[src/rtl/conv_pkg.sv]
// Shared convolution constants and fetch state encoding.
// Used by the IFM window fetch path and its output register.
package conv_pkg;

  localparam int DATA_W     = 8;
  localparam int ADDR_W     = 26;
  localparam int FMAP_DIM   = 64;
  localparam int KERNEL_DIM = 4;
  localparam int WIN_PIX    = KERNEL_DIM * KERNEL_DIM;

  typedef enum logic [1:0] {
    IDLE,
    RUN,
    HOLD
  } fetch_state_e;

endpackage

[src/rtl/ifm_win_outreg.sv]
// Output holding register for assembled windows.
// Holds data stable until out_valid/out_ready handshake.
module ifm_win_outreg #(
  parameter int W = 128
) (
  input  logic         clk,
  input  logic         rst,
  input  logic         clr,
  input  logic         load,
  input  logic [W-1:0] load_data,
  input  logic         out_ready,
  output logic         out_valid,
  output logic [W-1:0] out_data,
  output logic         free
);

  logic         valid_q, valid_d;
  logic [W-1:0] data_q, data_d;

  // Free when empty or draining this cycle, so reload needs no bubble.
  assign free      = !valid_q || out_ready;
  assign out_valid = valid_q;
  assign out_data  = data_q;

  always_comb begin
    valid_d = valid_q;
    data_d  = data_q;
    if (clr) begin
      valid_d = 1'b0;
      data_d  = '0;
    end else if (load) begin
      valid_d = 1'b1;
      data_d  = load_data;
    end else if (valid_q && out_ready) begin
      valid_d = 1'b0;
    end
  end

  always_ff @(posedge clk or posedge rst) begin
    if (rst) begin
      valid_q <= 1'b0;
      data_q  <= '0;
    end else begin
      valid_q <= valid_d;
      data_q  <= data_d;
    end
  end

endmodule

[src/rtl/ifm_window_fetch.sv]
// Gathers WIN_PIX feature-map reads into one window for the MAC array.
// Define IFM_FETCH_STATS_EN to add the saturating stall_cnt output.
module ifm_window_fetch #(
  parameter int DATA_W  = conv_pkg::DATA_W,
  parameter int ADDR_W  = conv_pkg::ADDR_W,
  parameter int WIN_PIX = conv_pkg::WIN_PIX
) (
  input  logic                      clk,
  input  logic                      rst,
  input  logic                      start_conv,
  input  logic                      end_conv,
  input  logic                      addr_valid,
  input  logic [ADDR_W-1:0]         addr,
  output logic                      addr_ready,
  output logic                      mem_rd_en,
  output logic [ADDR_W-1:0]         mem_addr,
  input  logic [DATA_W-1:0]         mem_rdata,
  output logic                      win_valid,
  output logic [WIN_PIX*DATA_W-1:0] win_data,
  input  logic                      win_ready,
  output logic [15:0]               win_cnt
`ifdef IFM_FETCH_STATS_EN
  ,
  output logic [31:0]               stall_cnt
`endif
);

  import conv_pkg::*;

  localparam int CNT_W = $clog2(WIN_PIX + 1);
  localparam int WIN_W = WIN_PIX * DATA_W;
  localparam logic [CNT_W-1:0] PIX_N = CNT_W'(WIN_PIX);
  localparam logic [CNT_W-1:0] LAST  = CNT_W'(WIN_PIX - 1);

  fetch_state_e     state_q, state_d;
  logic [CNT_W-1:0] issue_cnt_q, issue_cnt_d;
  logic [CNT_W-1:0] ret_cnt_q, ret_cnt_d;
  logic             rd_pend_q, rd_pend_d;
  logic [WIN_W-1:0] asm_q, asm_d;
  logic [15:0]      win_cnt_q, win_cnt_d;

  logic accept;
  logic ret_en;
  logic win_done;
  logic out_free;
  logic xfer;
  logic stop;
  logic hs;

  assign stop       = (state_q != IDLE) && !start_conv;
  assign addr_ready = (state_q == RUN) && (issue_cnt_q < PIX_N)
                      && !end_conv;
  assign accept     = addr_valid && addr_ready;
  assign mem_rd_en  = accept;
  assign mem_addr   = accept ? addr : '0;
  assign ret_en     = rd_pend_q && !end_conv;
  // Full either on the last returning lane or while parked in HOLD.
  assign win_done   = (ret_en && ret_cnt_q == LAST) || (state_q == HOLD);
  assign xfer       = win_done && out_free && !end_conv && !stop;
  assign hs         = win_valid && win_ready;
  assign win_cnt    = win_cnt_q;

  always_comb begin
    state_d     = state_q;
    issue_cnt_d = issue_cnt_q;
    ret_cnt_d   = ret_cnt_q;
    rd_pend_d   = accept;
    asm_d       = asm_q;
    win_cnt_d   = win_cnt_q + {15'd0, hs};
    unique case (state_q)
      IDLE: if (start_conv) state_d = RUN;
      RUN: begin
        if (win_done && !out_free && !end_conv) state_d = HOLD;
      end
      HOLD: if (out_free || end_conv) state_d = RUN;
      default: state_d = IDLE;
    endcase
    if (accept) issue_cnt_d = issue_cnt_q + CNT_W'(1);
    for (int k = 0; k < WIN_PIX; k++) begin
      if (ret_en && ret_cnt_q == CNT_W'(k))
        asm_d[k*DATA_W +: DATA_W] = mem_rdata;
    end
    if (ret_en) ret_cnt_d = ret_cnt_q + CNT_W'(1);
    if (xfer || end_conv) begin
      issue_cnt_d = '0;
      ret_cnt_d   = '0;
    end
    if (end_conv) rd_pend_d = 1'b0;
    // Dropping start_conv outranks any handshake in the same cycle.
    if (stop) begin
      state_d     = IDLE;
      issue_cnt_d = '0;
      ret_cnt_d   = '0;
      rd_pend_d   = 1'b0;
      win_cnt_d   = '0;
    end
  end

  always_ff @(posedge clk or posedge rst) begin
    if (rst) begin
      state_q     <= IDLE;
      issue_cnt_q <= '0;
      ret_cnt_q   <= '0;
      rd_pend_q   <= 1'b0;
      asm_q       <= '0;
      win_cnt_q   <= '0;
    end else begin
      state_q     <= state_d;
      issue_cnt_q <= issue_cnt_d;
      ret_cnt_q   <= ret_cnt_d;
      rd_pend_q   <= rd_pend_d;
      asm_q       <= asm_d;
      win_cnt_q   <= win_cnt_d;
    end
  end

  ifm_win_outreg #(
    .W(WIN_W)
  ) u_outreg (
    .clk      (clk),
    .rst      (rst),
    .clr      (stop),
    .load     (xfer),
    .load_data(asm_d),
    .out_ready(win_ready),
    .out_valid(win_valid),
    .out_data (win_data),
    .free     (out_free)
  );

`ifdef IFM_FETCH_STATS_EN
  logic [31:0] stall_cnt_q, stall_cnt_d;

  always_comb begin
    stall_cnt_d = stall_cnt_q;
    if (win_valid && !win_ready && stall_cnt_q != 32'hFFFF_FFFF)
      stall_cnt_d = stall_cnt_q + 32'd1;
  end

  always_ff @(posedge clk or posedge rst) begin
    if (rst) stall_cnt_q <= '0;
    else     stall_cnt_q <= stall_cnt_d;
  end

  assign stall_cnt = stall_cnt_q;
`endif

endmodule

[config.mk]
export PLATFORM = sky130hd
export DESIGN_NAME = ifm_window_fetch
export DESIGN_NICKNAME = d
export VERILOG_FILES = /design/src/rtl/conv_pkg.sv /design/src/rtl/ifm_win_outreg.sv /design/src/rtl/ifm_window_fetch.sv
export SDC_FILE = /design/constraint.sdc
export NUM_CORES = 1
export LEC_CHECK = 0
export CAP_MARGIN = 30
export CORE_MARGIN = 10
export CORE_UTILIZATION = 50
export DETAILED_ROUTE_END_ITERATION = 12
export GPL_ROUTABILITY_DRIVEN = 0
export PLACE_DENSITY = 0.78
export SYNTH_ARGS = -nofsm -noshare
export SYNTH_HDL_FRONTEND = slang
export SYNTH_SLANG_ARGS = --single-unit
[constraint.sdc]
create_clock -name clk -period 15.9 [get_ports clk]
set_input_delay 2.385 -clock clk [delete_from_list [all_inputs] [get_ports clk]]
set_output_delay 2.385 -clock clk [all_outputs]
set_load 0.01 [all_outputs]
==> results of run 1 <==
-- worst min-delay path, stage by stage (launching register included) --
cell and delay (ps):
dfrtp_1 320, nand2_1 60, nand2_1 50
-- flip-flops by register name, indices dropped and copies added (netlist names) --
name / count
asm_q: 128
issue_cnt_q: 5
state_q: 2
u_outreg.out_data: 128
win_cnt: 16
u_outreg.out_valid: 1
rd_pend_q: 1
ret_cnt_q: 5
-- where the power goes --
group / leakage, nW / internal (mW) / total [mW] / switching, mW
clock: 0.484 / 0.406 / 0.691 / 0.285
combinational: 2.60 / 0.0212 / 0.0622 / 0.0409
sequential: 3.97 / 0.736 / 0.739 / 0.00353
-- metal layers --
metal  global-route usage, %  wire length [µm]
met1                    27.6             13800
met2                    34.3             15800
met3                    6.52              3190
met4                    7.14              1040
met5                       0                 0
-- Yosys cell counts (all sizes together) --
| cell | instances | area share (%) |
|---|---|---|
| dfrtp | 286 | 59 |
| nand2 | 197 | 6.1 |
| o21ai | 196 | 8.1 |
| nor2 | 173 | 5.8 |
| a21oi | 70 | 3.3 |
| clkbuf | 56 | 1.8 |
| a31oi | 40 | 2.1 |
| nand3 | 32 | 1.4 |
| and3 | 29 | 1.5 |
| buf | 27 | 1.6 |
| mux2 | 24 | 2.2 |
| o21ba | 16 | 1.3 |
| xnor2 | 15 | 1.1 |
| inv | 9 | 0.28 |
| ha | 8 | 0.83 |
| and2 | 7 | 0.36 |
| nor4 | 6 | 0.31 |
| nand4 | 4 | 0.21 |
| nor3 | 3 | 0.12 |
| nor4b | 3 | 0.32 |
| or3 | 3 | 0.16 |
| and4bb | 2 | 0.24 |
| nand3b | 2 | 0.16 |
| o211a | 2 | 0.23 |
| or4b | 2 | 0.20 |
| xor2 | 2 | 0.15 |
| a211oi | 1 | 0.062 |
| a41oi | 1 | 0.073 |
| and2b | 1 | 0.062 |
| mux2i | 1 | 0.083 |
| nand2b | 1 | 0.052 |
| nand4bb | 1 | 0.093 |
| nor2b | 1 | 0.052 |
| nor3b | 1 | 0.062 |
| o211ai | 1 | 0.10 |
| o311a | 1 | 0.083 |
| or2 | 1 | 0.052 |
| or4 | 1 | 0.062 |
-- area by class of cell --
cell class,instances,area [µm²]
Fill cell,1827,8250
Sequential cell,286,7160
Multi-Input combinational cell,848,4500
Timing Repair Buffer,224,2280
Clock buffer,34,795
Tap cell,319,399
Clock inverter,19,188
Inverter,9,41.3
-- path summary, 6_finish.rpt --
check                                          from                                end  slack, ps  cells past startpoint
setup / recovery                           end_conv                          mem_rd_en       8370                      5
hold / removal                  asm_q[90]$_DFF_PP0_                asm_q[90]$_DFF_PP0_        460                      2
setup reg to reg           ret_cnt_q[2]$_DFFE_PP0P_  u_outreg.out_data[67]$_DFFE_PP0P_      12390                      7
hold reg to reg                 asm_q[90]$_DFF_PP0_                asm_q[90]$_DFF_PP0_        460                      2
max in group asynchronous                       rst  u_outreg.out_data[49]$_DFFE_PP0P_      11710                      5
min in group asynchronous                       rst               win_cnt[8]$_DFF_PP0_       2430                      2
-- stage by stage --
step	cells	utilization, %	cell area (µm²)	total power [mW]	setup slack (ps)
finish	1739	65.1	15400	1.49	8370
global route	1739	65.1	15400	1.54	8060
CTS	1739	65.1	15400	1.50	8400
detailed placement	1686	60.9	14400	0.815	8410
global placement	1682	60.5	14300	0.811	8570
floorplan	1226	-	12100	0.787	5620
-- layout by cell type, fill, tap and decap left out, drive strengths merged, types with 3 or more instances in the layout --
cell / instances
nand4: 4
clkbuf: 34
nand2: 197
o21ai: 196
and3: 29
and2: 7
nand3: 32
a31oi: 40
or3: 3
buf: 12
inv: 10
ha: 8
clkinvlp: 4
o21ba: 16
clkinv: 11
bufinv: 3
nor4b: 3
nor4: 6
clkdlybuf4s50: 212
mux2: 24
xnor2: 15
dfrtp: 286
nor3: 3
nor2: 173
a21oi: 70
-- cell families after synthesis --
logic type | synth area share, %
fa+ha+maj | 0.829
compound gates | 15.4
mux | 2.32
xor+xnor | 1.23
buf+inv | 3.61
simple gates | 17.3
flops | 59.3
==> flow_metrics.env, run 1 <==
export IMPL_coreArea_um2=23600
export IMPL_gr_total_overflow=0
export IMPL_max_cap_viol_count=0
export IMPL_clk_latency_ps=550
export IMPL_status="completed"
export IMPL_cp_arrival_ps=5150
export IMPL_path_cells="clkdlybuf4s50_1 > nor4b_4 > nand2_1 > inv_1 > clkdlybuf4s50_1"
export IMPL_postCtsSetupBuffers=0
export IMPL_die_area_um2=30800
export IMPL_grt_max_degree=123
export IMPL_drive_gt1_share_pct=9.51
export IMPL_grt_pass1_wl_um=54000
export IMPL_boundaryPins=213
export IMPL_power_density_nw_per_um2=97.1
export IMPL_num_antenna_cells=0
export IMPL_cts_resized=0
export IMPL_wl_um=33900
export IMPL_drcViolationCount=0
export IMPL_hold_ws_ps=464
export IMPL_synth_seq_area_share_pct=59.3
export IMPL_rows=56
export IMPL_syn_num_nets=1274
export IMPL_numCtsBuffers=29
export IMPL_leakage_nw=7.06
export IMPL_syn_area_um2=12100
export IMPL_critPathKind="input pin to output pin"
export IMPL_ys_types=53
export IMPL_endpoint_kind="output pin"
export IMPL_crit_required_ps=13520
export IMPL_cts_sinks=286
export IMPL_max_stage_delay_ps=1000
export IMPL_fp_dieH_um=175
export IMPL_antenna_found_initial=0
export IMPL_setup_viol=0
export IMPL_io_buffers=212
export IMPL_hold_viol_final=0
export IMPL_relSlewSlack_pct=32.3
export IMPL_die_w_um=175
export IMPL_track_usage_pct=21.6
export IMPL_start_kind="input pin"
export IMPL_skew_ps=24.0
export IMPL_htreeDepth=1
export IMPL_drtAntennaViolNets=0
export IMPL_start_util_pct=51.1
export IMPL_cp_num_buf_inv=3
export IMPL_clk_path_buf_depth=3
export IMPL_ctsHoldBuffers=0
export IMPL_path_max_fanout=29
export IMPL_crit_top_cell="clkdlybuf4s50_1"
export IMPL_fin_tns_setup_ps=0
export IMPL_yosys_warnings=0
export IMPL_synth_area_per_cell_um2=9.85
export IMPL_vias=9822
export IMPL_fmax_mhz=133
export IMPL_tightest_slew_ps=1010
export IMPL_finish_net_count=1446
export IMPL_grt_pass1_vias=9837
export IMPL_hp_class="flip-flop to flip-flop"
export IMPL_peakVddDrop_mv=0.0701
export IMPL_yosys_register_bits=286
export IMPL_cts_root_buf="clkbuf_16"
export IMPL_cts_tree="done"
export IMPL_cts_clk_slew_worst_paths_ps=60
export IMPL_dr_pass1_iters=6
export IMPL_rsz0062_at_grt="no"
export IMPL_min_period_over_period_pct=47.4
export IMPL_first_iter_violations=1062
export IMPL_cp_slowest_cell="nor4b_4"
export IMPL_fin_crit_ps=7530
export IMPL_wl_per_cell_um=19.5
export IMPL_cp_top_family="buffers and inverters"
export IMPL_synthCells=1226
export IMPL_synthToLayoutAreaGrowth_pct=27.3
export IMPL_dpl_hpwl_um=22100
export IMPL_slew_violations=0
export IMPL_vias_per_cell=5.65
Note: power is estimated with default switching activity, not from simulation.
==> inputs of run 2 (changes only) <==
- clock period: 15.9 -> 7.8 ns (I/O delays scaled with it)
==> flow_metrics.env, run 2 (synthesized netlist as in run 1, its figures left out) <==
export IMPL_p_int_mw=2.37
export IMPL_synthToLayoutAreaGrowth_pct=27.1
export IMPL_dpl_hpwl_um=21900
export IMPL_start_kind="input pin"
export IMPL_swShare_pct=21.9
export IMPL_wl_um=34100
export IMPL_fin_crit_ps=5140
export IMPL_start_util_pct=51.1
export IMPL_cts_sinks=286
export IMPL_setup_viol=0
export IMPL_dr_pass1_iters=7
export IMPL_clk_latency_ps=550
export IMPL_htreeDepth=1
export IMPL_cp_arrival_ps=3970
export IMPL_p_sw_mw=0.667
export IMPL_layout_commonest_cell="dfrtp_1"
export IMPL_min_period_over_period_pct=65.8
export IMPL_io_buffers=212
export IMPL_cts_clk_slew_worst_paths_ps=60
export IMPL_die_w_um=175
export IMPL_final_core_util_pct=65.0
export IMPL_fp_dieH_um=175
export IMPL_pre_cts_slack_ps=2720
export IMPL_setup_slack_ps=2660
export IMPL_skew_ps=14.0
export IMPL_hold_viol_final=0
export IMPL_hold_ws_ps=462
export IMPL_power_density_nw_per_um2=198
export IMPL_grt_pass1_wl_um=53900
export IMPL_critPathKind="input pin to output pin"
export IMPL_drcViolationCount=0
export IMPL_seqPwrFrac_pct=49.5
export IMPL_gr_total_overflow=0
export IMPL_rsz0062_at_grt="no"
export IMPL_antenna_found_initial=1
export IMPL_p_clk_share_pct=46.4
export IMPL_grt_max_degree=198
export IMPL_status="completed"
export IMPL_endpoint_kind="output pin"
export IMPL_power_frac_comb_pct=4.1
export IMPL_leakage_nw=7.05
export IMPL_power_total_mw=3.04
export IMPL_tightest_slew_ps=1130
export IMPL_drive_gt1_share_pct=8.94
export IMPL_vias_per_cell=5.73
export IMPL_cts_resized=0
export IMPL_postCtsSetupBuffers=0
export IMPL_track_usage_pct=21.5
export IMPL_peakVddDrop_mv=0.159
export IMPL_fmax_mhz=195
export IMPL_fin_tns_setup_ps=0
export IMPL_layout_common_cells="286 x dfrtp_1, 212 x clkdlybuf4s50_1, 197 x nand2_1"
export IMPL_rows=56
export IMPL_first_iter_violations=1142
export IMPL_grt_pass1_vias=9779
export IMPL_boundaryPins=213
export IMPL_finish_net_count=1446
export IMPL_numCtsBuffers=29
export IMPL_clk_path_buf_depth=3
export IMPL_relSlewSlack_pct=24.8
export IMPL_cts_root_buf="clkbuf_16"
export IMPL_crit_required_ps=6630
export IMPL_cts_tree="done"
export IMPL_vias=9978
export IMPL_slew_violations=0
export IMPL_max_cap_viol_count=0
export IMPL_drtAntennaViolNets=0
export IMPL_path_max_fanout=29
export IMPL_die_area_um2=30800
export IMPL_coreArea_um2=23600
export IMPL_ctsHoldBuffers=0
export IMPL_wl_per_cell_um=19.6
export IMPL_hp_class="flip-flop to flip-flop"
## run 2: area by class of cell
type | instances | area (µm²)
Timing Repair Buffer | 224 | 2280
Tap cell | 319 | 399
Antenna cell | 1 | 2.50
Clock buffer | 42 | 825
Sequential cell | 286 | 7160
Inverter | 9 | 37.5
Multi-Input combinational cell | 848 | 4500
Fill cell | 1870 | 8270
Clock inverter | 11 | 140
## run 2: worst max-delay path, stage by stage
cell	delay, ps
clkdlybuf4s50_1	710
nor4b_4	1020
nand2_1	280
inv_1	200
clkdlybuf4s50_1	580
## run 2: final timing paths
path                       slack [ps]                startpoint  cells past startpoint                                end
max                              2660                  end_conv                      5                          mem_rd_en
min                               460       asm_q[97]$_DFF_PP0_                      2                asm_q[97]$_DFF_PP0_
max reg2reg                      4300  ret_cnt_q[2]$_DFFE_PP0P_                      7  u_outreg.out_data[68]$_DFFE_PP0P_
min reg2reg                       460       asm_q[97]$_DFF_PP0_                      2                asm_q[97]$_DFF_PP0_
max in group asynchronous        5530                       rst                      3                asm_q[14]$_DFF_PP0_
min in group asynchronous         910                       rst                      2              win_cnt[10]$_DFF_PP0_
## run 2: stage by stage
stage / cell area (µm²) / instances
final: 15300 / 1740
after global routing: 15300 / 1740
after CTS: 15300 / 1739
after detailed placement: 14400 / 1686
after global placement: 14300 / 1683
after floorplan: 12100 / 1226
## run 2: layer usage
layer	share of wire (%)	vias up	track usage, %
li1	-	4540	-
met5	0	-	0
met4	3.0	0	6.82
met2	48	420	35.1
met3	8.7	78	5.55
met1	41	4940	27.4
## run 2: power groups by stage
stage | Clock [mW] | Combinational, mW | Sequential, mW
2_1_floorplan | 0 | 0.0724 | 1.53
3_3_place_gp | 0 | 0.122 | 1.53
3_5_place_dp | 0 | 0.126 | 1.53
4_1_cts | 1.42 | 0.126 | 1.51
5_1_grt | 1.48 | 0.138 | 1.51
6_report | 1.41 | 0.125 | 1.51
==> inputs of run 3 (changes only) <==
- CORE_UTILIZATION: 50 -> 48
- PLACE_DENSITY: 0.78 -> 0.79
- clock period: 7.8 -> 4.4 ns (I/O delays scaled with it)
==> flow_metrics.env, run 3 (synthesized netlist as in run 1, its figures left out) <==
export IMPL_status="completed"
export IMPL_rsz0062_at_grt="no"
export IMPL_dr_pass1_iters=5
export IMPL_clk_latency_ps=550
export IMPL_final_cells=1752
export IMPL_layout_commonest_cell="dfrtp_1"
export IMPL_numCtsBuffers=29
export IMPL_ctsHoldBuffers=0
export IMPL_rows=57
export IMPL_max_stage_delay_ps=720
export IMPL_cts_clk_slew_worst_paths_ps=60
export IMPL_pre_cts_slack_ps=815
export IMPL_skew_ps=12.0
export IMPL_endpoint_kind="output pin"
export IMPL_postCtsSetupBuffers=0
export IMPL_max_cap_viol_count=0
export IMPL_cts_root_buf="clkbuf_16"
export IMPL_placedCellCount=1698
export IMPL_cts_tree="done"
export IMPL_antenna_found_initial=1
export IMPL_fin_tns_setup_ps=0
export IMPL_fmax_mhz=276
export IMPL_start_kind="input pin"
export IMPL_drive_gt1_share_pct=9.80
export IMPL_crit_top_cell="clkdlybuf4s50_1"
export IMPL_cp_top_family="buffers and inverters"
export IMPL_reg2reg_to="u_outreg.out_data[68]$_DFFE_PP0P_"
export IMPL_clk_path_buf_depth=3
export IMPL_seqCellArea_um2=7160
export IMPL_power_total_mw=5.51
export IMPL_start_util_pct=49.2
export IMPL_fill_cells=1931
export IMPL_cts_resized=0
export IMPL_die_area_um2=31900
export IMPL_htreeDepth=1
export IMPL_final_core_util_pct=63.0
export IMPL_slew_violations=0
export IMPL_fp_dieH_um=179
export IMPL_multi_input_area_um2=4500
export IMPL_setup_slack_ps=780
export IMPL_cp_slowest_cell="clkdlybuf4s50_1"
export IMPL_finish_net_count=1453
export IMPL_gr_total_overflow=0
export IMPL_tightest_slew_ps=691
export IMPL_cts_sinks=286
export IMPL_coreArea_um2=24500
export IMPL_layout_common_cells="286 x dfrtp_1, 212 x clkdlybuf4s50_1, 197 x nand2_1"
export IMPL_cp_num_buf_inv=4
export IMPL_boundaryPins=213
export IMPL_path_max_fanout=29
export IMPL_leakage_nw=7.11
export IMPL_r2r_cells=7
export IMPL_grt_pass1_wl_um=55200
export IMPL_relSlewSlack_pct=53.7
export IMPL_power_density_nw_per_um2=356
export IMPL_vias_per_cell=5.68
export IMPL_grt_pass1_vias=10001
export IMPL_cp_depth=6
export IMPL_critPathKind="input pin to output pin"
export IMPL_track_usage_pct=21.5
export IMPL_wl_per_cell_um=19.9
export IMPL_min_period_over_period_pct=82.3
export IMPL_crit_required_ps=3740
export IMPL_fin_crit_ps=3620
export IMPL_setup_viol=0
export IMPL_num_antenna_cells=0
export IMPL_dpl_hpwl_um=22600
export IMPL_hp_class="flip-flop to flip-flop"
export IMPL_peakVddDrop_mv=0.253
export IMPL_synthToLayoutAreaGrowth_pct=28.0
export IMPL_io_buffers=212
export IMPL_rrSetupSlack_ps=1540
export IMPL_drcViolationCount=0
export IMPL_drtAntennaViolNets=0
export IMPL_die_w_um=179
export IMPL_cp_endpoint="mem_rd_en"
export IMPL_worstSetupStartpoint="end_conv"
export IMPL_wl_um=34800
export IMPL_rr_startpoint="ret_cnt_q[2]$_DFFE_PP0P_"
export IMPL_cp_arrival_ps=2960
export IMPL_vias=9951
export IMPL_grt_max_degree=93
export IMPL_first_iter_violations=999
export IMPL_path_cells="clkdlybuf4s50_1 > nor4b_4 > buf_4 > nand2_1 > inv_1 > clkdlybuf4s50_1"
export IMPL_hold_viol_final=0
[run 3: cell types whose count changed in the layout (fill, tap and decap cells not counted), sizes merged]
cell,change
buf,+7
bufinv,+1
clkbuf,-2
clkinv,+3
diode,-1
inv,-1
[run 3: worst min-delay path by stage]
stage	start	to	slack (ps)	cells after the start
detailed placement	asm_q[62]$_DFF_PP0_	asm_q[62]$_DFF_PP0_	450	2
global route	rst	asm_q[89]$_DFF_PP0_	490	2
global placement	asm_q[102]$_DFF_PP0_	asm_q[102]$_DFF_PP0_	440	2
finish	asm_q[98]$_DFF_PP0_	asm_q[98]$_DFF_PP0_	460	2
floorplan	asm_q[58]$_DFF_PP0_	asm_q[58]$_DFF_PP0_	430	2
CTS	rst	asm_q[89]$_DFF_PP0_	470	2
[run 3: metrics by stage]
stage	instance area, µm²	hold slack (ps)
2_1_floorplan	12100	432
3_3_place_gp	14400	445
3_5_place_dp	14400	451
4_1_cts	15500	467
5_1_grt	15500	487
6_report	15500	465
[run 3: routing by layer]
metal / global-route usage [%] / wire length (µm) / part of all wire (%)
met5: 0 / 0 / 0
met4: 5.48 / 638 / 1.8
met3: 4.88 / 3160 / 9.1
met2: 35.1 / 16700 / 48
met1: 28.6 / 14300 / 41
[run 3: where the power goes]
part,leakage (nW),internal [mW],switching (mW)
clock,0.511,1.58,1.03
sequential,3.97,2.66,0.0112
combinational,2.63,0.0785,0.153
total,7.11,4.31,1.19
[run 3: layout make-up]
type | count | area share, %
Tap cell | 324 | 2.62
Sequential cell | 286 | 46.3
Clock inverter | 14 | 1.14
Clock buffer | 40 | 5.48
Multi-Input combinational cell | 848 | 29.1
Inverter | 9 | 0.243
Timing Repair Buffer | 231 | 15.1
[run 3: worst register-to-register path, delay by kind of cell (launching register included)]
kind | cells | cell delay, ps
buf+inv | 1 | 420
simple gates | 2 | 500
compound gates | 3 | 1040
flops | 1 | 680
fa+ha+maj | 1 | 170
==> RTL change (flow settings as in run 2) <==
Change the package constant `DATA_W` from 8 to 6.
--- a/src/rtl/conv_pkg.sv
+++ b/src/rtl/conv_pkg.sv
@@ -2,7 +2,7 @@
 // Used by the IFM window fetch path and its output register.
 package conv_pkg;
 
-  localparam int DATA_W     = 8;
+  localparam int DATA_W     = 6;
   localparam int ADDR_W     = 26;
   localparam int FMAP_DIM   = 64;
   localparam int KERNEL_DIM = 4;
Ports: changed (resized mem_rdata and win_data); port bits go from 213 to 179. No check against the original RTL was run, so the function may have changed too.
==> RTL change against run 2 <==
Core utilization shrank 0.61 points; area after synthesis shrank 22%; power shrank 23%; largest cell class unchanged; sequential share of layout area shrank 0.19 points; combinational power shrank 6%; wire length shrank 26%; worst hold slack is essentially flat; die area shrank 20%; global-route usage shrank 1.4 points; sequential cell count shrank 64; critical path type unchanged; worst setup slack gained 260 ps; cell area shrank 22%.
==> RTL change: results <==
critical_path:
  path_delay_family: "buffers and inverters"
  reg2regPathDepth: 7
  reg2reg_to: "ret_cnt_q[4]"
  rrSetupSlack_ps: 4880
  crit_path_max_fanout: 29
  crit_path_top_delay_cell: "clkdlybuf4s50_1"
  r2r_start: "ret_cnt_q[3]"
  critical_path.endpoint: "mem_rd_en"
  cpPeakStageDelay_ps: 890
synth:
  synth.distinct_cells: 50
  synth.yosys.seq_area_share_pct: 59.3
  ys_top_cells_by_count: "nand2_1, dfrtp_1, o21ai_0"
  mappedNetlistNets: 993
  synth.avg_cell_area_um2: 9.90
  post_synth_main_area_contributors: "dfrtp_1, nand2_1, o21ai_0"
clocking:
  worst_skew_late_latency_ps: 510
  cts_post_setup_buffers_inserted: 0
  cts_max_path_buffers: 3
  cts_buffers: 23
routing:
  drt_first_pass_iters: 5
  wirelength_met1_um: 10800
  drt-total-wl_um: 25200
  met3_wl_um: 2170
  detailed_router_s_first_iteration_violation_count: 458
  route.met2.wl_um: 11900
  routed-via-count: 7569
hold_path:
  min_delay_worst_endpoint: "asm_q[25]"
  hp-start: "asm_q[25]"
  holdPathStages: 2
outcome:
  run_status: "complete, no violations"
finish:
  final_net_count: 1141
  layout.area.seq_mm2: 0.00556
  drive_gt1_share_pct: 5.23
  fin_cells: 1343
  fill_cells: 1500
  insertedDiodeCount: 0
global_route:
  met1_resource_use_gr_pct: 26.2
  grtUsageTotal_pct: 20.1
  grtUsageMet2_pct: 32.8
  grt.met3_usage_pct: 5.76
  grt_first_pass_wirelength_um: 40500
  grt_antenna_before_repair: 0
  grt_start_max_net_pins: 145
timing:
  clock-skew-final_ps: 7.80
  worst_slew_margin_rel_pct: 31.1
  fin_hold_ws_ps: 462
  setup_slack_ps: 2920
placement:
  post_dp_cell_area_mm2: 0.0112
  count_of_port_buffers_added_during_placement: 178
  detailed_placement_hpwl_um: 16300
pwr:
  static-leakage-power_nw: 5.59
  vdd.ir_drop.worst_uv: 138
  switching_power_mw: 0.516
## RTL change: cell count changes after synthesis, sizes merged, moves of 6 or more
cell | before | now
a21oi | 70 | 27
a31oi | 40 | 70
clkbuf | 56 | 37
dfrtp | 286 | 222
mux2 | 24 | 6
mux2i | 1 | 7
nand2 | 197 | 231
nand2b | 1 | 9
nor2 | 173 | 37
o21a | 0 | 21
o21ai | 196 | 116
o21ba | 16 | 0
## RTL change: worst reg2reg max path, stage by stage, from the launching register on
cell	delay, ps
dfrtp_1	690
and3_1	250
ha_1	230
nand2_1	130
a221oi_4	270
buf_4	660
or3_1	460
a211oi_1	90
## RTL change: power groups by stage
stage / Sequential, mW / Combinational, mW / Clock (mW)
4_1_cts: 1.17 / 0.118 / 1.07
3_3_place_gp: 1.19 / 0.116 / 0
3_5_place_dp: 1.20 / 0.118 / 0
6_report: 1.17 / 0.118 / 1.05
2_1_floorplan: 1.19 / 0.0637 / 0
5_1_grt: 1.18 / 0.131 / 1.12
## RTL change: cells by family (layout without fill, tap and decap cells)
| kind of cell | after synthesis | count (layout) | synth area share [%] |
|---|---|---|---|
| adder cells (fa/ha/maj) | 8 | 8 | 1.07 |
| buffers and inverters | 73 | 235 | 3.62 |
| flip-flops | 222 | 222 | 59.3 |
| XOR/XNOR | 15 | 15 | 1.40 |
| AO/OA/AOI/OAI | 241 | 241 | 14.8 |
| multiplexers | 13 | 13 | 1.47 |
| AND/OR/NAND/NOR | 375 | 375 | 18.4 |
## RTL change: cell type report
cell class                 instances  share of cell area [%]
clock buffer                      35                    5.61
clock inverter                     4                   0.408
inverter                          10                   0.377
multi-input combinational        652                    29.2
sequential                       222                    46.4
tap                              234                    2.45
timing repair buffer             186                    15.6
